## config.mk

```make
export PLATFORM = sky130hd
export DESIGN_NAME = feature_stage_acc_flat
export DESIGN_NICKNAME = d
export VERILOG_FILES = /design/src/rtl/feature_stage_acc_if.sv /design/src/rtl/feature_stage_acc.sv /design/src/flat_wrapper.sv
export SDC_FILE = /design/constraint.sdc
export NUM_CORES = 1
export LEC_CHECK = 0
export ABC_AREA = 1
export CAP_MARGIN = 0
export CORE_ASPECT_RATIO = 1.75
export CORE_UTILIZATION = 54
export CTS_BUF_LIST = sky130_fd_sc_hd__clkbuf_2 sky130_fd_sc_hd__clkbuf_4 sky130_fd_sc_hd__clkbuf_8
export DETAILED_ROUTE_END_ITERATION = 10
export GPL_TIMING_DRIVEN = 0
export PLACE_DENSITY = 0.95
export SLEW_MARGIN = 5
export SYNTH_ARGS = -nofsm -noshare
export SYNTH_HDL_FRONTEND = slang
export SYNTH_SLANG_ARGS = --single-unit
```

## constraint.sdc

```tcl
create_clock -name clk -period 8.6 [get_ports clk]
set_input_delay 1.72 -clock clk [delete_from_list [all_inputs] [get_ports clk]]
set_output_delay 1.72 -clock clk [all_outputs]
set_load 0.05 [all_outputs]
```

## src/rtl/feature_stage_acc_if.sv

```systemverilog
// Generic valid/ready/data channel used by every port of feature_stage_acc.
// The master drives valid and data; the slave drives ready.
interface feature_stage_acc_if #(
  parameter int W = 8
);
  logic         valid;
  logic         ready;
  logic [W-1:0] data;

  modport master (output valid, output data, input ready);
  modport slave  (input valid, input data, output ready);
endinterface

```

## src/rtl/feature_stage_acc.sv

```systemverilog
// Weak-classifier leaf select and stage accumulate for the cascade classifier.
// Joins feature sum, feature threshold and leaf pair; emits one pass/fail token per stage.
module feature_stage_acc #(
  parameter int W_FEAT = 20,
  parameter int W_THR  = 16,
  parameter int W_LEAF = 16,
  parameter int W_ACC  = 24,
  parameter int W_CNT  = 8
) (
  input  logic                clk,
  input  logic                rst,
  feature_stage_acc_if.slave  feat_if,
  feature_stage_acc_if.slave  thr_if,
  feature_stage_acc_if.slave  leaf_if,
  feature_stage_acc_if.slave  stage_thr_if,
  feature_stage_acc_if.master stage_if
);

  typedef enum logic [1:0] {
    ACC = 2'd0,
    CMP = 2'd1,
    OUT = 2'd2
  } state_t;

  state_t state_q;
  state_t state_d;

  logic signed [W_FEAT-1:0] feat_sum_p0;
  logic                     feat_last_p0;
  logic signed [W_THR-1:0]  thr_p0;
  logic signed [W_LEAF-1:0] left_p0;
  logic signed [W_LEAF-1:0] right_p0;
  logic signed [W_ACC-1:0]  stage_thr_p0;
  logic                     vld_p0;

  logic signed [W_ACC-1:0]  acc_p1;
  logic        [W_CNT-1:0]  cnt_p1;
  logic                     pass_p1;

  // Left leaf when the feature is strictly below its threshold; ties go right.
  function automatic logic signed [W_LEAF-1:0] select_leaf(
    input logic signed [W_FEAT-1:0] feat,
    input logic signed [W_THR-1:0]  thr,
    input logic signed [W_LEAF-1:0] left,
    input logic signed [W_LEAF-1:0] right
  );
    logic signed [W_FEAT-1:0] thr_ext;
    thr_ext = W_FEAT'(thr);
    return (feat < thr_ext) ? left : right;
  endfunction

  // Two's-complement wrap; the stage sum never saturates.
  function automatic logic signed [W_ACC-1:0] wrap_add(
    input logic signed [W_ACC-1:0]  acc,
    input logic signed [W_LEAF-1:0] leaf
  );
    logic signed [W_ACC-1:0] leaf_ext;
    leaf_ext = W_ACC'(leaf);
    return acc + leaf_ext;
  endfunction

  // p0: unpack the joined inputs
  assign feat_sum_p0  = feat_if.data[W_FEAT-1:0];
  assign feat_last_p0 = feat_if.data[W_FEAT];
  assign thr_p0       = thr_if.data;
  assign left_p0      = leaf_if.data[W_LEAF-1:0];
  assign right_p0     = leaf_if.data[2*W_LEAF-1:W_LEAF];
  assign stage_thr_p0 = stage_thr_if.data;
  assign vld_p0       = feat_if.valid & thr_if.valid & leaf_if.valid;

  always_ff @(posedge clk) begin
    if (rst) begin
      state_q <= ACC;
    end else begin
      state_q <= state_d;
    end
  end

  always_comb begin
    state_d = state_q;
    unique case (state_q)
      ACC:     if (vld_p0 && feat_last_p0) state_d = CMP;
      CMP:     if (stage_thr_if.valid)     state_d = OUT;
      OUT:     if (stage_if.ready)         state_d = ACC;
      default: state_d = ACC;
    endcase
  end

  // The three feature-side readys rise together so no channel is consumed alone.
  always_comb begin
    feat_if.ready      = 1'b0;
    thr_if.ready       = 1'b0;
    leaf_if.ready      = 1'b0;
    stage_thr_if.ready = 1'b0;
    stage_if.valid     = 1'b0;
    unique case (state_q)
      ACC: begin
        feat_if.ready = vld_p0;
        thr_if.ready  = vld_p0;
        leaf_if.ready = vld_p0;
      end
      CMP:     stage_thr_if.ready = 1'b1;
      OUT:     stage_if.valid     = 1'b1;
      default: ;
    endcase
  end

  // p1: stage accumulator, feature count and registered verdict
  always_ff @(posedge clk) begin
    if (rst) begin
      acc_p1  <= '0;
      cnt_p1  <= '0;
      pass_p1 <= 1'b0;
    end else begin
      unique case (state_q)
        ACC: begin
          if (vld_p0) begin
            acc_p1 <= wrap_add(acc_p1, select_leaf(feat_sum_p0, thr_p0, left_p0, right_p0));
            cnt_p1 <= cnt_p1 + W_CNT'(1);
          end
        end
        CMP: begin
          if (stage_thr_if.valid) pass_p1 <= (acc_p1 >= stage_thr_p0);
        end
        OUT: begin
          if (stage_if.ready) begin
            acc_p1 <= '0;
            cnt_p1 <= '0;
          end
        end
        default: ;
      endcase
    end
  end

  assign stage_if.data = {pass_p1, cnt_p1};

endmodule

```

## src/flat_wrapper.sv

```systemverilog
// flat-port wrapper written by rule: the top's interface ports become plain ports
module feature_stage_acc_flat 
#(
  parameter int W_FEAT = 20,
  parameter int W_THR  = 16,
  parameter int W_LEAF = 16,
  parameter int W_ACC  = 24,
  parameter int W_CNT  = 8
)
  (clk, rst, feat_if_valid, feat_if_data, feat_if_ready, thr_if_valid, thr_if_data, thr_if_ready, leaf_if_valid, leaf_if_data, leaf_if_ready, stage_thr_if_valid, stage_thr_if_data, stage_thr_if_ready, stage_if_valid, stage_if_data, stage_if_ready);
  feature_stage_acc_if #(.W(21)) feat_if_i ();
  feature_stage_acc_if #(.W(16)) thr_if_i ();
  feature_stage_acc_if #(.W(32)) leaf_if_i ();
  feature_stage_acc_if #(.W(24)) stage_thr_if_i ();
  feature_stage_acc_if #(.W(9)) stage_if_i ();
  input  logic clk;
  input  logic rst;
  input wire logic [$bits(feat_if_i.valid)-1:0] feat_if_valid;
  input wire logic [$bits(feat_if_i.data)-1:0] feat_if_data;
  output wire logic [$bits(feat_if_i.ready)-1:0] feat_if_ready;
  input wire logic [$bits(thr_if_i.valid)-1:0] thr_if_valid;
  input wire logic [$bits(thr_if_i.data)-1:0] thr_if_data;
  output wire logic [$bits(thr_if_i.ready)-1:0] thr_if_ready;
  input wire logic [$bits(leaf_if_i.valid)-1:0] leaf_if_valid;
  input wire logic [$bits(leaf_if_i.data)-1:0] leaf_if_data;
  output wire logic [$bits(leaf_if_i.ready)-1:0] leaf_if_ready;
  input wire logic [$bits(stage_thr_if_i.valid)-1:0] stage_thr_if_valid;
  input wire logic [$bits(stage_thr_if_i.data)-1:0] stage_thr_if_data;
  output wire logic [$bits(stage_thr_if_i.ready)-1:0] stage_thr_if_ready;
  output wire logic [$bits(stage_if_i.valid)-1:0] stage_if_valid;
  output wire logic [$bits(stage_if_i.data)-1:0] stage_if_data;
  input wire logic [$bits(stage_if_i.ready)-1:0] stage_if_ready;
  assign feat_if_i.valid = feat_if_valid;
  assign feat_if_i.data = feat_if_data;
  assign feat_if_ready = feat_if_i.ready;
  assign thr_if_i.valid = thr_if_valid;
  assign thr_if_i.data = thr_if_data;
  assign thr_if_ready = thr_if_i.ready;
  assign leaf_if_i.valid = leaf_if_valid;
  assign leaf_if_i.data = leaf_if_data;
  assign leaf_if_ready = leaf_if_i.ready;
  assign stage_thr_if_i.valid = stage_thr_if_valid;
  assign stage_thr_if_i.data = stage_thr_if_data;
  assign stage_thr_if_ready = stage_thr_if_i.ready;
  assign stage_if_valid = stage_if_i.valid;
  assign stage_if_data = stage_if_i.data;
  assign stage_if_i.ready = stage_if_ready;
  feature_stage_acc #(.W_FEAT(W_FEAT), .W_THR(W_THR), .W_LEAF(W_LEAF), .W_ACC(W_ACC), .W_CNT(W_CNT)) u_core (.clk(clk), .rst(rst), .feat_if(feat_if_i), .thr_if(thr_if_i), .leaf_if(leaf_if_i), .stage_thr_if(stage_thr_if_i), .stage_if(stage_if_i));
endmodule
```

==> flow_summary_export.csv, run 1 <==
group,metric,value,unit
outcome,status,"finished, final reports clean",
routing,drt-vias-per-instance,5.45,
synthesis,syn_nets,807,
setup_path,crit_path_top_delay_cell,"clkdlybuf4s50_1",
cts,cts_buffer_depth,2,
routing,drt_wl_total,11600,microns
timing,max_slew_margin,53.8,%
layout,fillers,579,
routing,dr.pass1.iters,4,
cts,cts_resized,0,
die,fp.dieW,67.4,microns
die,dieHeight,116,microns
layout,seq_area,701,sq um
timing,tightest_slew,0.693,ns
setup_path,worst_setup_path_end_kind,"primary output",
placed_design,place.gp.congestion,0.927,
routing,vias,4606,
synthesis,synth_top_family_by_area,"simple AND/OR/NAND/NOR gates",
setup_path,reg2regPathDepth,11,
synthesis,syn_area,4040,sq um
layout,antenna_cells,0,
layout,final_nets,926,
timing,finalSetupViolCount,0,
global_routing,grt_max_degree,13,
global_routing,antenna_found_initial,0,
setup_path,crit_start,"leaf_if_valid",
synthesis,synthXorXnorAreaFrac,0.434,%
timing,finalCritPeriodShare,68.0,%
setup_path,crit_path_max_incr_delay,0.79,ns
cts,cts_tree,"built",
power_and_ir_drop,vdd_drop_max,99.1,uV
timing,maxSlewViolCount,0,
timing,grt_setup_unrepaired,"no",
layout,fin_util,74.7,%
synthesis,synth-simple-area-share,30.0,%
synthesis,synth_top_area_share,20.8,%
placed_design,placed_area,5270,sq um
synthesis,synth_top_cells_by_count,"nand2_1 (166), inv_1 (105), a21oi_1 (77)",
placed_design,dpl.hpwl,9880,microns
synthesis,synth_area_per_cell,6.32,sq um
routing,wl_per_cell,13.8,microns
job,max_cap_violations,0,
power_and_ir_drop,powerDensity,113,nW/um^2
synthesis,synthMuxAreaShare,0,%
cts,cts-htree-levels,2,
synthesis,yosysWarnings,0,
die,dieArea,7840,sq um
timing,setup_ws,2.75,ns
synthesis,synth_seq_cells,35,
timing,finClkSkew,0.00926,ns
synthesis,synth_compound_area_share,19.6,%
cts,numCtsBuffers,5,
cts,post_cts_buffers,0,
power_and_ir_drop,clkPwrFrac,30.3,%
cts,cts_root_buffer,"clkbuf_8",
placed_design,portBuffers,112,
layout,drive_gt1_share,5.40,%
timing,hold_viol,0,
synthesis,synth_area_leaders,"ha_1 (21%), dfxtp_1 (17%), nand2_1 (15%), inv_1 (9.8%), a21oi_1 (9.5%)",
setup_path,worst_setup_path_start_kind,"input port",
die,coreArea,7230,sq um
setup_path,crit_type,"in -> out",
global_routing,grt_usage,31.0,%
setup_path,cp_common_cell,"clkdlybuf4s50_1",
timing,min_period,5.85,ns
layout,design_area,5400,sq um
power_and_ir_drop,power_switching,215,uW
layout,syn_to_final_growth,33.8,%
power_and_ir_drop,internal_power,395,uW
global_routing,grt_overflow_total,0,
synthesis,synthAdderAreaFrac,21.3,%
power_and_ir_drop,p_leak,2.75,nW
global_routing,grt_pass1_vias,4504,
timing,fmax,171,MHz
worst_hold_path,hp-start,"u_core.acc_p1[8]",
synthesis,async_flop_share,0,%
synthesis,synth_most_common_cell,"nand2_1",
die,num_rows,41,
synthesis,synth_edf_count,0,
cts,cts.clk_slew.worst_paths,0.08,ns
layout,multi_input_area,2880,sq um
setup_path,cp.required,6.88,ns
cts,cts.sinks,35,
synthesis,synth_top_cell_by_area,"ha_1",
synthesis,netlist_instances,639,
synthesis,synth_cell_type_count,43,
routing,drt-initial-drc-count,194,
setup_path,crit_chain,"clkdlybuf4s50_1 -> nand3_1 -> nor2_4 -> buf_1 -> buf_4 -> clkdlybuf4s50_1",
synthesis,synthFlopType,"dfxtp_1",
power_and_ir_drop,seqPwrFrac,28.6,%
routing,drc_errors,0,
global_routing,grt_pass1_wl,18700,microns
timing,holdWs,0.497,ns
cts,hold_buffers,0,
setup_path,regToRegStartpoint,"u_core.acc_p1[0]",
setup_path,worstPathArrival,4.13,ns
worst_hold_path,hold_class,"reg -> reg",
worst_hold_path,worstHoldPathCells,2,
die,pin_count,114,
placed_design,dpl_worst_slack,2.77,ns
timing,fin_setup_tns,0,ns
power_and_ir_drop,comb_power_share,41.1,%
die,initial_utilization,55.8,%
routing,postRouteAntennaNets,0,
synthesis,yosysSeqAreaShare,17.4,%
setup_path,critPathMaxFanout,12,
cts,insertion_delay,0.30,ns
power_and_ir_drop,switching_share,35.3,%
==> area by class of cell <==
type | instances | share of cell area (%)
plain buffers | 12 | 1.23
flip-flops and latches | 35 | 13.0
well taps | 86 | 1.99
clock buffers | 5 | 1.27
inverters | 105 | 7.30
repair buffers | 112 | 20.8
multi-input cells | 487 | 53.2
clock inverters | 3 | 1.25
==> stage by stage <==
stage               power (mW)  cells
floorplan                0.336    639
global placement         0.418    837
detailed placement       0.428    837
CTS                      0.610    845
global route             0.648    845
finish                   0.611    845
==> worst paths after layout <==
kind	endpoint	slack, ns
worst max register to register	u_core.acc_p1[16]	6.24
worst min register to register	u_core.acc_p1[8]	0.50
worst min-delay path	u_core.acc_p1[8]	0.50
worst max-delay path	leaf_if_ready	2.75
==> worst max-delay path: cells and delay by family <==
family	cells	cell delay (ns)
buffers and inverters	4	2.03
and+or+nand+nor	2	0.38
==> cells by family (layout without fill, tap and decap cells) <==
family          after synthesis  in the layout
compound gates              142            142
xor+xnor                      2              2
fa+ha+maj                    68             68
buf+inv                     117            237
flops                        35             35
simple gates                275            275
==> sequential cells by signal, summed over array words and instances (netlist names) <==
register / flops
u_core.cnt_p1: 8
u_core.pass_p1: 1
u_core.acc_p1: 24
u_core.state_q: 2
==> metal layers <==
metal,vias up,wire length [microns],global-route usage [%]
li1,2344,-,-
met2,141,6500,60.7
met5,-,0,0
met4,0,557,18.4
met3,43,495,5.27
met1,2078,4100,28.2
==> cells in the final DEF (no fill, tap or decap), types with 5 or more instances in the layout <==
cell,instances
o21ai_0,34
nand2_2,8
a21o_1,7
dfxtp_1,35
nor3_1,10
nand3_1,30
clkbuf_8,5
nor2_1,35
a21oi_1,77
ha_1,67
clkdlybuf4s50_1,112
buf_4,5
inv_1,105
or2_2,6
nand2_1,166
==> power by group through the flow <==
| stage | Clock, mW | Sequential [mW] | Combinational, mW |
|---|---|---|---|
| floorplan | 0 | 0.178 | 0.159 |
| global placement | 0 | 0.178 | 0.240 |
| detailed placement | 0 | 0.179 | 0.249 |
| CTS | 0.185 | 0.175 | 0.250 |
| global route | 0.191 | 0.176 | 0.281 |
| finish | 0.185 | 0.175 | 0.251 |
Note: power is estimated with default switching activity, not from simulation.
==> run 2, diff against run 1 <==
--- a/config.mk
+++ b/config.mk
@@ -8,11 +8,11 @@
 export ABC_AREA = 1
 export CAP_MARGIN = 0
 export CORE_ASPECT_RATIO = 1.75
-export CORE_UTILIZATION = 54
+export CORE_UTILIZATION = 50
 export CTS_BUF_LIST = sky130_fd_sc_hd__clkbuf_2 sky130_fd_sc_hd__clkbuf_4 sky130_fd_sc_hd__clkbuf_8
 export DETAILED_ROUTE_END_ITERATION = 10
 export GPL_TIMING_DRIVEN = 0
-export PLACE_DENSITY = 0.95
+export PLACE_DENSITY = 0.91
 export SLEW_MARGIN = 5
 export SYNTH_ARGS = -nofsm -noshare
 export SYNTH_HDL_FRONTEND = slang
==> constraint.sdc (replaced) <==
create_clock -name clk -period 5.7 [get_ports clk]
set_input_delay 1.14 -clock clk [delete_from_list [all_inputs] [get_ports clk]]
set_output_delay 1.14 -clock clk [all_outputs]
set_load 0.05 [all_outputs]
==> flow_summary_export.csv, run 2 (same netlist as run 1, synthesis figures left out) <==
group,metric,value,unit
worst_hold_path,hp-start,"u_core.acc_p1[8]",
power_and_ir_drop,switching_share,36.8,%
layout,final_cell_mix,"nand2_1 (166), clkdlybuf4s50_1 (112), inv_1 (105)",
power_and_ir_drop,clkPwrFrac,26.6,%
global_routing,grt_pass1_wl,18700,microns
die,coreArea,7860,sq um
global_routing,grt_pass1_vias,4408,
timing,finalSetupViolCount,0,
layout,fin_util,68.5,%
power_and_ir_drop,comb_power_share,43.2,%
cts,cts.sinks,35,
cts,cts_root_buffer,"clkbuf_8",
timing,hold_viol,0,
power_and_ir_drop,powerDensity,162,nW/um^2
placed_design,portBuffers,112,
layout,largest_reg_flops,24,
power_and_ir_drop,seqPwrFrac,30.2,%
cts,cts-htree-levels,2,
global_routing,grt_max_degree,13,
layout,antenna_cells,0,
cts,numCtsBuffers,5,
timing,setup_ws,0.771,ns
global_routing,grt_usage,27.2,%
setup_path,worstPathArrival,5.08,ns
layout,drive_gt1_share,5.40,%
worst_hold_path,worstHoldPathCells,2,
cts,insertion_delay,0.29,ns
setup_path,regToRegStartpoint,"u_core.acc_p1[0]",
routing,drc_errors,0,
timing,finClkSkew,0.00444,ns
job,max_cap_violations,0,
placed_design,dpl.hpwl,9570,microns
cts,cts_buffer_depth,2,
global_routing,antenna_found_initial,0,
power_and_ir_drop,p_leak,2.74,nW
routing,drt-initial-drc-count,257,
timing,fmax,203,MHz
routing,wl_per_cell,13.3,microns
power_and_ir_drop,vdd_drop_max,122,uV
power_and_ir_drop,power_switching,322,uW
setup_path,worst_setup_path_end_kind,"register",
timing,max_slew_margin,58.3,%
cts,hold_buffers,0,
routing,drt_wl_total,11300,microns
setup_path,crit_start,"thr_if_data[15]",
power_and_ir_drop,internal_power,552,uW
outcome,status,"finished, final reports clean",
timing,maxSlewViolCount,0,
die,num_rows,43,
die,pin_count,114,
timing,finalCritPeriodShare,86.5,%
placed_design,place.gp.congestion,0.948,
cts,cts.clk_slew.worst_paths,0.08,ns
setup_path,crit_path_top_delay_cell,"clkdlybuf4s50_1",
cts,cts_resized,0,
routing,vias,4543,
die,dieArea,8450,sq um
routing,dr.pass1.iters,5,
setup_path,critPathMaxFanout,10,
setup_path,crit_path_max_incr_delay,0.45,ns
timing,tightest_slew,0.626,ns
layout,final_nets,926,
setup_path,crit_type,"in -> reg",
timing,min_period,4.93,ns
timing,grt_setup_unrepaired,"no",
placed_design,dpl_worst_slack,0.520,ns
layout,largestRegisters,"u_core.acc_p1: 24 flops, u_core.cnt_p1: 8 flops, u_core.state_q: 2 flops",
layout,top_register,"u_core.acc_p1",
die,initial_utilization,51.4,%
global_routing,grt_overflow_total,0,
cts,cts_tree,"built",
timing,fin_setup_tns,0,ns
layout,syn_to_final_growth,33.3,%
cts,post_cts_buffers,0,
setup_path,reg2regPathDepth,11,
die,fp.dieW,69.9,microns
layout,final_common_cell,"nand2_1",
routing,drt-vias-per-instance,5.35,
setup_path,worst_setup_path_start_kind,"input port",
layout,fillers,679,
worst_hold_path,hold_class,"reg -> reg",
routing,postRouteAntennaNets,0,
die,dieHeight,121,microns
setup_path,cp.required,5.85,ns
==> run 2: cell count changes in the layout (fill, tap and decap cells not counted), sizes merged <==
cell and change:
clkinv +2, bufinv -1, clkinvlp -1
==> run 2: worst paths after layout <==
path / to / slack [ns]
worst max-delay path: u_core.acc_p1[12] / 0.77
worst max register to register: u_core.acc_p1[12] / 3.37
worst min register to register: u_core.acc_p1[8] / 0.50
worst min-delay path: u_core.acc_p1[8] / 0.50
==> run 2: worst max-delay path: cells and delay by family <==
family	cells	cell delay, ns
adder cells (fa/ha/maj)	3	1.03
AND/OR/NAND/NOR	10	1.01
buffers and inverters	6	1.01
AO/OA/AOI/OAI	6	0.87
==> run 2: per-stage QoR <==
step,hold WS [ns],total power [mW],std cells,instance area (sq um)
detailed placement,0.487,0.644,841,5270
floorplan,0.452,0.507,639,4040
global route,0.518,0.932,849,5380
finish,0.504,0.874,849,5380
global placement,0.464,0.631,841,5270
CTS,0.500,0.873,849,5380
==> run 2: cell type report <==
class | count | area [sq um] | area share, %
sequential | 35 | 701 | 13.0
clock buffer | 5 | 68.8 | 1.28
timing repair buffer | 112 | 1120 | 20.8
tap | 90 | 113 | 2.09
inverter | 105 | 394 | 7.32
buffer | 12 | 66.3 | 1.23
multi-input combinational | 487 | 2880 | 53.4
clock inverter | 3 | 43.8 | 0.813
==> run 2: per-layer routing <==
layer	up-vias	wire, microns	track usage [%]
met2	131	6310	56.3
met1	2043	4180	27.1
met3	28	410	2.08
li1	2341	-	-
met4	0	354	10.0
met5	-	0	0
==> run 2: power groups by stage <==
stage	Clock, mW	Sequential [mW]	Combinational, mW
floorplan	0	0.268	0.239
detailed placement	0	0.270	0.375
global placement	0	0.269	0.362
global route	0.242	0.265	0.424
finish	0.233	0.264	0.378
CTS	0.233	0.264	0.377
